===== src/rtl/posit_round_encode.sv =====
// posit_round_encode: two-stage rounder/encoder for posit<N,1>.
// Takes the decoded sum from the adder core (sign, scale factor, two's
// complement fraction, guard, sticky, nonzero flag) and produces the final
// N-bit posit with round-to-nearest-even and saturation. Both stages sit
// behind a valid/ready handshake, so back-pressure stalls the pipeline
// without losing or duplicating items.
module posit_round_encode #(
    parameter int N = 16
) (
    input  logic             clk,
    input  logic             rst_n,
    input  logic             in_valid,
    output logic             in_ready,
    input  logic             i_s,
    input  logic [N-10:0]    i_sf,
    input  logic [N-5:0]     i_mant,
    input  logic             i_guard,
    input  logic             i_sticky,
    input  logic             i_nzn,
    output logic             o_valid,
    input  logic             o_ready,
    output logic [N-1:0]     o_posit,
    output logic             o_inexact
);

    localparam int SFW = N - 9;     // scale factor width
    localparam int FW  = N - 4;     // fraction width
    localparam int KW  = SFW - 1;   // regime value width
    localparam int TW  = FW + 3;    // exponent + fraction + guard + sticky
    localparam int SW  = 3 * N;     // assembly string, wide enough for any regime

    localparam logic signed [KW-1:0] KK_HI = KW'(N - 2);
    localparam logic signed [KW-1:0] KK_LO = -KK_HI;

    // Left-aligned regime run: positive regime is a run of ones closed by a
    // zero, negative regime is a run of zeros closed by a one. The shift
    // amount is the run length minus one in both cases.
    function automatic logic [N-1:0] regime_bits(input logic neg, input logic [KW-1:0] sh);
        logic [N-1:0] pat;
        if (neg) begin
            pat = {1'b1, {(N-1){1'b0}}} >> sh;
        end else begin
            pat = ~({N{1'b1}} >> sh);
        end
        return pat;
    endfunction

    // ---------------- handshake ----------------
    logic rdy_r;
    logic s1_valid_r;
    logic s2_valid_r;
    logic s1_load_s;
    logic s2_load_s;

    assign s2_load_s = !s2_valid_r | o_ready;
    assign s1_load_s = !s1_valid_r | s2_load_s;
    assign in_ready  = rdy_r & s1_load_s;

    // Input acceptance is held off until the first clock after reset release
    always_ff @(posedge clk or negedge rst_n) begin
        if (!rst_n) begin
            rdy_r <= 1'b0;
        end else begin
            rdy_r <= 1'b1;
        end
    end

    // ---------------- stage 1: assemble ----------------
    logic signed [KW-1:0] k_s;
    logic signed [KW-1:0] kk_s;
    logic                 e_s;
    logic [KW-1:0]        rlen_s;
    logic [N-1:0]         regime_s;
    logic [TW-1:0]        tail_s;
    logic [SW-1:0]        str_s;
    logic [N-2:0]         kept_s;
    logic                 rbit_s;
    logic                 sbit_s;
    logic                 max_s;
    logic                 min_s;

    // Build {regime, e, fraction, guard, sticky} and split it at N-1 bits
    always_comb begin
        k_s      = i_sf[SFW-1:1];
        kk_s     = i_s ? ~k_s : k_s;
        e_s      = i_sf[0] ^ i_s;
        rlen_s   = kk_s[KW-1] ? (KW'(1) - kk_s) : (kk_s + KW'(2));
        regime_s = regime_bits(kk_s[KW-1], rlen_s - KW'(1));
        tail_s   = {e_s, i_mant, i_guard, i_sticky};
        str_s    = {regime_s, {(SW-N){1'b0}}} | ({tail_s, {(SW-TW){1'b0}}} >> rlen_s);
        kept_s   = str_s[SW-1 -: N-1];
        rbit_s   = str_s[SW-N];
        sbit_s   = |str_s[SW-N-1:0];
        max_s    = (kk_s >= KK_HI);
        min_s    = (kk_s < KK_LO);
    end

    logic         s1_sign_r;
    logic [N-2:0] s1_kept_r;
    logic         s1_rbit_r;
    logic         s1_sbit_r;
    logic         s1_nzn_r;
    logic         s1_max_r;
    logic         s1_min_r;

    // Stage 1 register: advances whenever it is empty or stage 2 takes its item
    always_ff @(posedge clk or negedge rst_n) begin
        if (!rst_n) begin
            s1_valid_r <= 1'b0;
            s1_sign_r  <= 1'b0;
            s1_kept_r  <= {(N-1){1'b0}};
            s1_rbit_r  <= 1'b0;
            s1_sbit_r  <= 1'b0;
            s1_nzn_r   <= 1'b0;
            s1_max_r   <= 1'b0;
            s1_min_r   <= 1'b0;
        end else begin
            if (s1_load_s) begin
                s1_valid_r <= in_valid & rdy_r;
            end
            if (in_valid & in_ready) begin
                s1_sign_r <= i_s;
                s1_kept_r <= kept_s;
                s1_rbit_r <= rbit_s;
                s1_sbit_r <= sbit_s;
                s1_nzn_r  <= i_nzn;
                s1_max_r  <= max_s;
                s1_min_r  <= min_s;
            end
        end
    end

    // ---------------- stage 2: round and saturate ----------------
    logic         inc_s;
    logic [N-1:0] sum_s;
    logic [N-1:0] posit_s;
    logic         inexact_s;

    // Round to nearest even, then keep the result inside the valid code range
    always_comb begin
        inc_s = s1_rbit_r & (s1_kept_r[0] | s1_sbit_r);
        sum_s = {1'b0, s1_kept_r} + {{(N-1){1'b0}}, inc_s};
        if (!s1_nzn_r) begin
            // zero or NaR pass straight through, always exact
            posit_s   = s1_sign_r ? {1'b1, {(N-1){1'b0}}} : {N{1'b0}};
            inexact_s = 1'b0;
        end else if (s1_max_r) begin
            // regime run of ones too long: body saturates to all ones
            posit_s   = {s1_sign_r, {(N-1){1'b1}}};
            inexact_s = 1'b1;
        end else if (s1_min_r) begin
            // regime run of zeros too long: body saturates to 0..01
            posit_s   = {s1_sign_r, {(N-2){1'b0}}, 1'b1};
            inexact_s = 1'b1;
        end else if (sum_s[N-1]) begin
            // increment would spill into the sign bit
            posit_s   = {s1_sign_r, {(N-1){1'b1}}};
            inexact_s = s1_rbit_r | s1_sbit_r;
        end else if (sum_s[N-2:0] == {(N-1){1'b0}}) begin
            // an all-zero body would read as zero or NaR
            posit_s   = {s1_sign_r, {(N-2){1'b0}}, 1'b1};
            inexact_s = s1_rbit_r | s1_sbit_r;
        end else begin
            posit_s   = {s1_sign_r, sum_s[N-2:0]};
            inexact_s = s1_rbit_r | s1_sbit_r;
        end
    end

    logic [N-1:0] s2_posit_r;
    logic         s2_inexact_r;

    // Stage 2 register: output holds while downstream stalls
    always_ff @(posedge clk or negedge rst_n) begin
        if (!rst_n) begin
            s2_valid_r   <= 1'b0;
            s2_posit_r   <= {N{1'b0}};
            s2_inexact_r <= 1'b0;
        end else begin
            if (s2_load_s) begin
                s2_valid_r <= s1_valid_r;
            end
            if (s2_load_s && s1_valid_r) begin
                s2_posit_r   <= posit_s;
                s2_inexact_r <= inexact_s;
            end
        end
    end

    assign o_valid   = s2_valid_r;
    assign o_posit   = s2_posit_r;
    assign o_inexact = s2_inexact_r;

endmodule

===== config.mk =====
export PLATFORM = sky130hd
export DESIGN_NAME = posit_round_encode
export DESIGN_NICKNAME = d
export VERILOG_FILES = /design/src/rtl/posit_round_encode.sv
export SDC_FILE = /design/constraint.sdc
export NUM_CORES = 1
export LEC_CHECK = 0
export ABC_AREA = 1
export CAP_MARGIN = 5
export CELL_PAD_IN_SITES_DETAIL_PLACEMENT = 0
export CELL_PAD_IN_SITES_GLOBAL_PLACEMENT = 1
export CORE_UTILIZATION = 44
export CTS_BUF_LIST = sky130_fd_sc_hd__clkbuf_8
export DETAILED_ROUTE_END_ITERATION = 8
export PLACE_DENSITY = 0.95
export SYNTH_ARGS = -nofsm -noshare
export SYNTH_HDL_FRONTEND = slang
export SYNTH_SLANG_ARGS = --single-unit

===== constraint.sdc =====
create_clock -name clk -period 3.54 [get_ports clk]
set_input_delay 0.708 -clock clk [delete_from_list [all_inputs] [get_ports clk]]
set_output_delay 0.708 -clock clk [all_outputs]
set_load 0.02 [all_outputs]

==> summary.md <==
| Metric | Value |
|---|---|
| Mapped cell area | `around 0.0043 mm^2` |
| Met1 Use GR | `33.6%` |
| GRT Overall Usage | `24.3%` |
| Crit path launch type | `input pin` |
| Top post-synthesis cells by count | `nand2_1, nand3_1, nor2_1` |
| Area fraction of the dominant cell type after synthesis | `24.0%` |
| Syn_nets | `741` |
| Area grow syn2layout | `17.9%` |
| Hold_ws | `471 ps` |
| Starting Density | `45.8%` |
| Via Count | `4,651` |
| Power per cell area | `479 mW/mm^2` |
| Row count | `35` |
| Cts repair resizes | `0` |
| Die Width | `101 um` |
| Initial antenna violation count | `0` |
| Post-layout min period | `about 3200 ps` |
| Number of global-route vias before repair | `4,275` |
| Ys async rst share | `100%` |
| CP max stage delay | `470 ps` |
| Number of instances in the placed design | `880` |
| # hold bufs at CTS | `0` |
| Crit end category | `flop` |
| Cell family with most CP delay | `simple AND/OR/NAND/NOR gates` |
| Sequential power share | `28.3%` |
| Psw | `0.00107 W` |
| Post-Route WL | `11.6 mm` |
| Clock share of power | `18.9%` |
| Clock sink total | `between 40 and 50` |
| Share of layout cells above drive strength 1 | `10.8%` |
| 1st-pass router iterations | `6` |
| Leakage dissipation | `2.54 nW` |
| CTS tree | `done` |
| Most Frequent Cell on Critical Path | `nand2_1` |
| Setup TNS | `0 ps` |
| Vias/cell | `5.24` |
| Die ar. | `0.0101 mm^2` |
| Logic pwr share | `a little over half` |
| CTS Buffer Depth | `2` |
| Predominant post-synthesis flop cell | `dfrtp_1` |
| First-pass GRT wire length | `19.8 mm` |
| DRT antenna net count | `0` |
| DRC | `0` |
| Routability cong. | `0.952` |
| Layout Cells excl Fill | `between 800 and 900` |
| Yosys cell types | `46` |
| Slew @ Worst Pin | `894 ps` |
| Layout fillers | `approximately 980` |
| Reg-to-reg slack, setup | `1020 ps` |
| Final period util | `91.0%` |
| Insertion delay to the later sink of the worst-skew pair | `300 ps` |
| Max Cap Viol | `0` |
| Synth area leaders | `dfrtp_1, nand2_1, nand3_1` |
| Slew HR | `40.4%` |
| Finished Core Util | `a little over half` |
| I/O pin total | `between 40 and 50` |
| H-tree lvl count | `2` |
| Crit-path cells | `clkdlybuf4s50_1, buf_4, nand2_2, nand2_4, ha_1, buf_4, o21ai_0, nand2_1, nand3_1, nand3_1, nand2_1, nor2_1, nand2_1, nor2_1, nand3_1, nand2_1, nand2_1, nand2_1, nand2_1` |
| DR WL/cell | `13.1 um` |
| Run status | `finished, final reports clean` |
| Final Setup Violations | `0` |
| Final Skew | `4.20 ps` |
| RSZ-0062 raised after global routing | `false` |
| Final Max Tran Viols | `0` |
| Register clock-pin slew on the reported worst setup and hold paths | `about 80 ps` |
| CTS buffer count | `5` |
| Placement Setup Slack | `59.6 ps` |
| Root buffer cell | `clkbuf_8` |
| Worst path arrival time | `~3400 ps` |
| Gr ovfl total | `0` |
| Grt met3 use | `3.40%` |
| Synth Instances | `between 700 and 800` |
| GRT Max-Usage Layer | `met2` |
| Final Worst Setup Slack | `318 ps` |
| Post-CTS setup repair buffer count | `0` |
| Post-DP HPWL | `9.40 mm` |
| Diodes inserted | `0` |
| Synthesis-stage register bit count | `41` |
| PortBufs | `45` |
| Worst Path Buf+Inv | `3` |
| Int Power | `0.00134 W` |
| Sw frac | `44.3%` |
| Peak supply drop | `0.235 mV` |
| Syn. warnings | `0` |
| Fmax | `310 MHz` |
| NumNets Final | `just under 800` |
| Sequential cell area fraction in the yosys report | `24.0%` |
| First DRT Iteration DRCs | `around 340` |
| Required @ worst endpoint | `roughly 3700 ps` |
| GR Layer Usage met2 | `39.2%` |
| Worst Hold Class | `flop to flop` |
| EDFF count, synth | `0` |
| Core area | `0.00933 mm^2` |
| Count leader, synth | `nand2_1` |
| Crit path max-delay cell type | `clkdlybuf4s50_1` |
| Post-synth top area cell | `dfrtp_1` |
| Die Y | `101 um` |
| Pin count of the biggest net entering global routing | `42` |
| Syn avg cell area | `about 6.0 um^2` |
| Setup CP Type | `input pin to flop` |
| Final hold vios | `0` |
| Worst-path fanout max | `30` |
## worst reg2reg max path, stage by stage (launching register included)
cell and delay [ps]:
dfrtp_1 440, o21a_1 150, ha_1 160, ha_1 190, nand2_1 90, nor3_1 300
nand4_1 220, xnor2_1 210, nor4_1 330, nand4_1 140, nand2_1 110, nand2_1 60
nand2_1 60
## final cells by class
type                    count  area (um^2)  area share (%)
repair buffers             66          603            12.0
well taps                 129          161            3.21
clock buffers               5         68.8            1.37
clock inverters             3         68.8            1.37
flip-flops and latches     41         1030            20.4
inverters                  77          289            5.74
multi-input cells         567         2820            56.0
## placed cells by master (no fill, tap or decap), types with 3 or more instances in the layout
cell,n
nand2_1,226
nand3_1,91
nor2_1,68
inv_1,67
o21ai_0,49
clkdlybuf4s50_1,44
dfrtp_1,41
a21oi_1,26
buf_4,21
nand2_2,20
nor3_1,10
xor2_1,10
inv_2,7
nand4_1,7
nand2_4,5
nand3_2,5
ha_1,5
clkbuf_8,5
xnor2_1,4
a22o_1,4
o21ai_1,4
o22ai_1,4
a31oi_1,4
clkinv_1,3
nor2_4,3
nor2_2,3
## power groups by stage
| stage | logic (W) | registers, W | clock network [W] |
|---|---|---|---|
| floorplan | 0.000833 | 0.000727 | 0 |
| global placement | 0.00125 | 0.000683 | 0 |
| detailed placement | 0.00125 | 0.000690 | 0 |
| CTS | 0.00126 | 0.000681 | 0.000462 |
| global route | 0.00143 | 0.000697 | 0.000481 |
| finish | 0.00127 | 0.000682 | 0.000457 |
## per-layer routing
layer / wire length, um / share of wire (%)
met3: 665 / 5.7
met4: 266 / 2.3
met5: 0 / 0
met2: 5290 / 45
met1: 5400 / 46
## sequential cells by signal, indices dropped and copies added, names as in the netlist
name and flops:
o_inexact 1, o_posit 16, o_valid 1, rdy_r 1
s1_kept_r 15, s1_max_r 1, s1_min_r 1, s1_nzn_r 1
s1_rbit_r 1, s1_sbit_r 1, s1_sign_r 1, s1_valid_r 1
## path summary, 6_finish.rpt
kind                           start  cells after the start           to
max in group asynchronous      rst_n                      1  o_posit[13]
min reg2reg                s1_sign_r                      2  o_posit[15]
max reg2reg                s1_sbit_r                     12   o_posit[0]
max                              i_s                     19    s1_sbit_r
min                        s1_sign_r                      2  o_posit[15]
min in group asynchronous      rst_n                      1   o_posit[2]
## cells by family after synthesis
| family | Yosys count | synth area share (%) |
|---|---|---|
| xor gates and xnor gates | 16 | 4.16 |
| adders and majority gates | 5 | 1.46 |
| and+or+nand+nor | 446 | 47.1 |
| other | 1 | 0.0878 |
| DFF | 41 | 24.0 |
| buffers and inverters | 101 | 10.0 |
| AOI/OAI and AO/OA | 99 | 13.1 |
## per-stage QoR
step           power [W]  cell area (um^2)
6_report         0.00241              5030
5_1_grt          0.00261              5030
4_1_cts          0.00241              5030
3_5_place_dp     0.00195              4900
3_3_place_gp     0.00193              4900
2_1_floorplan    0.00156              4270
Power figures use the tool's default switching activity.
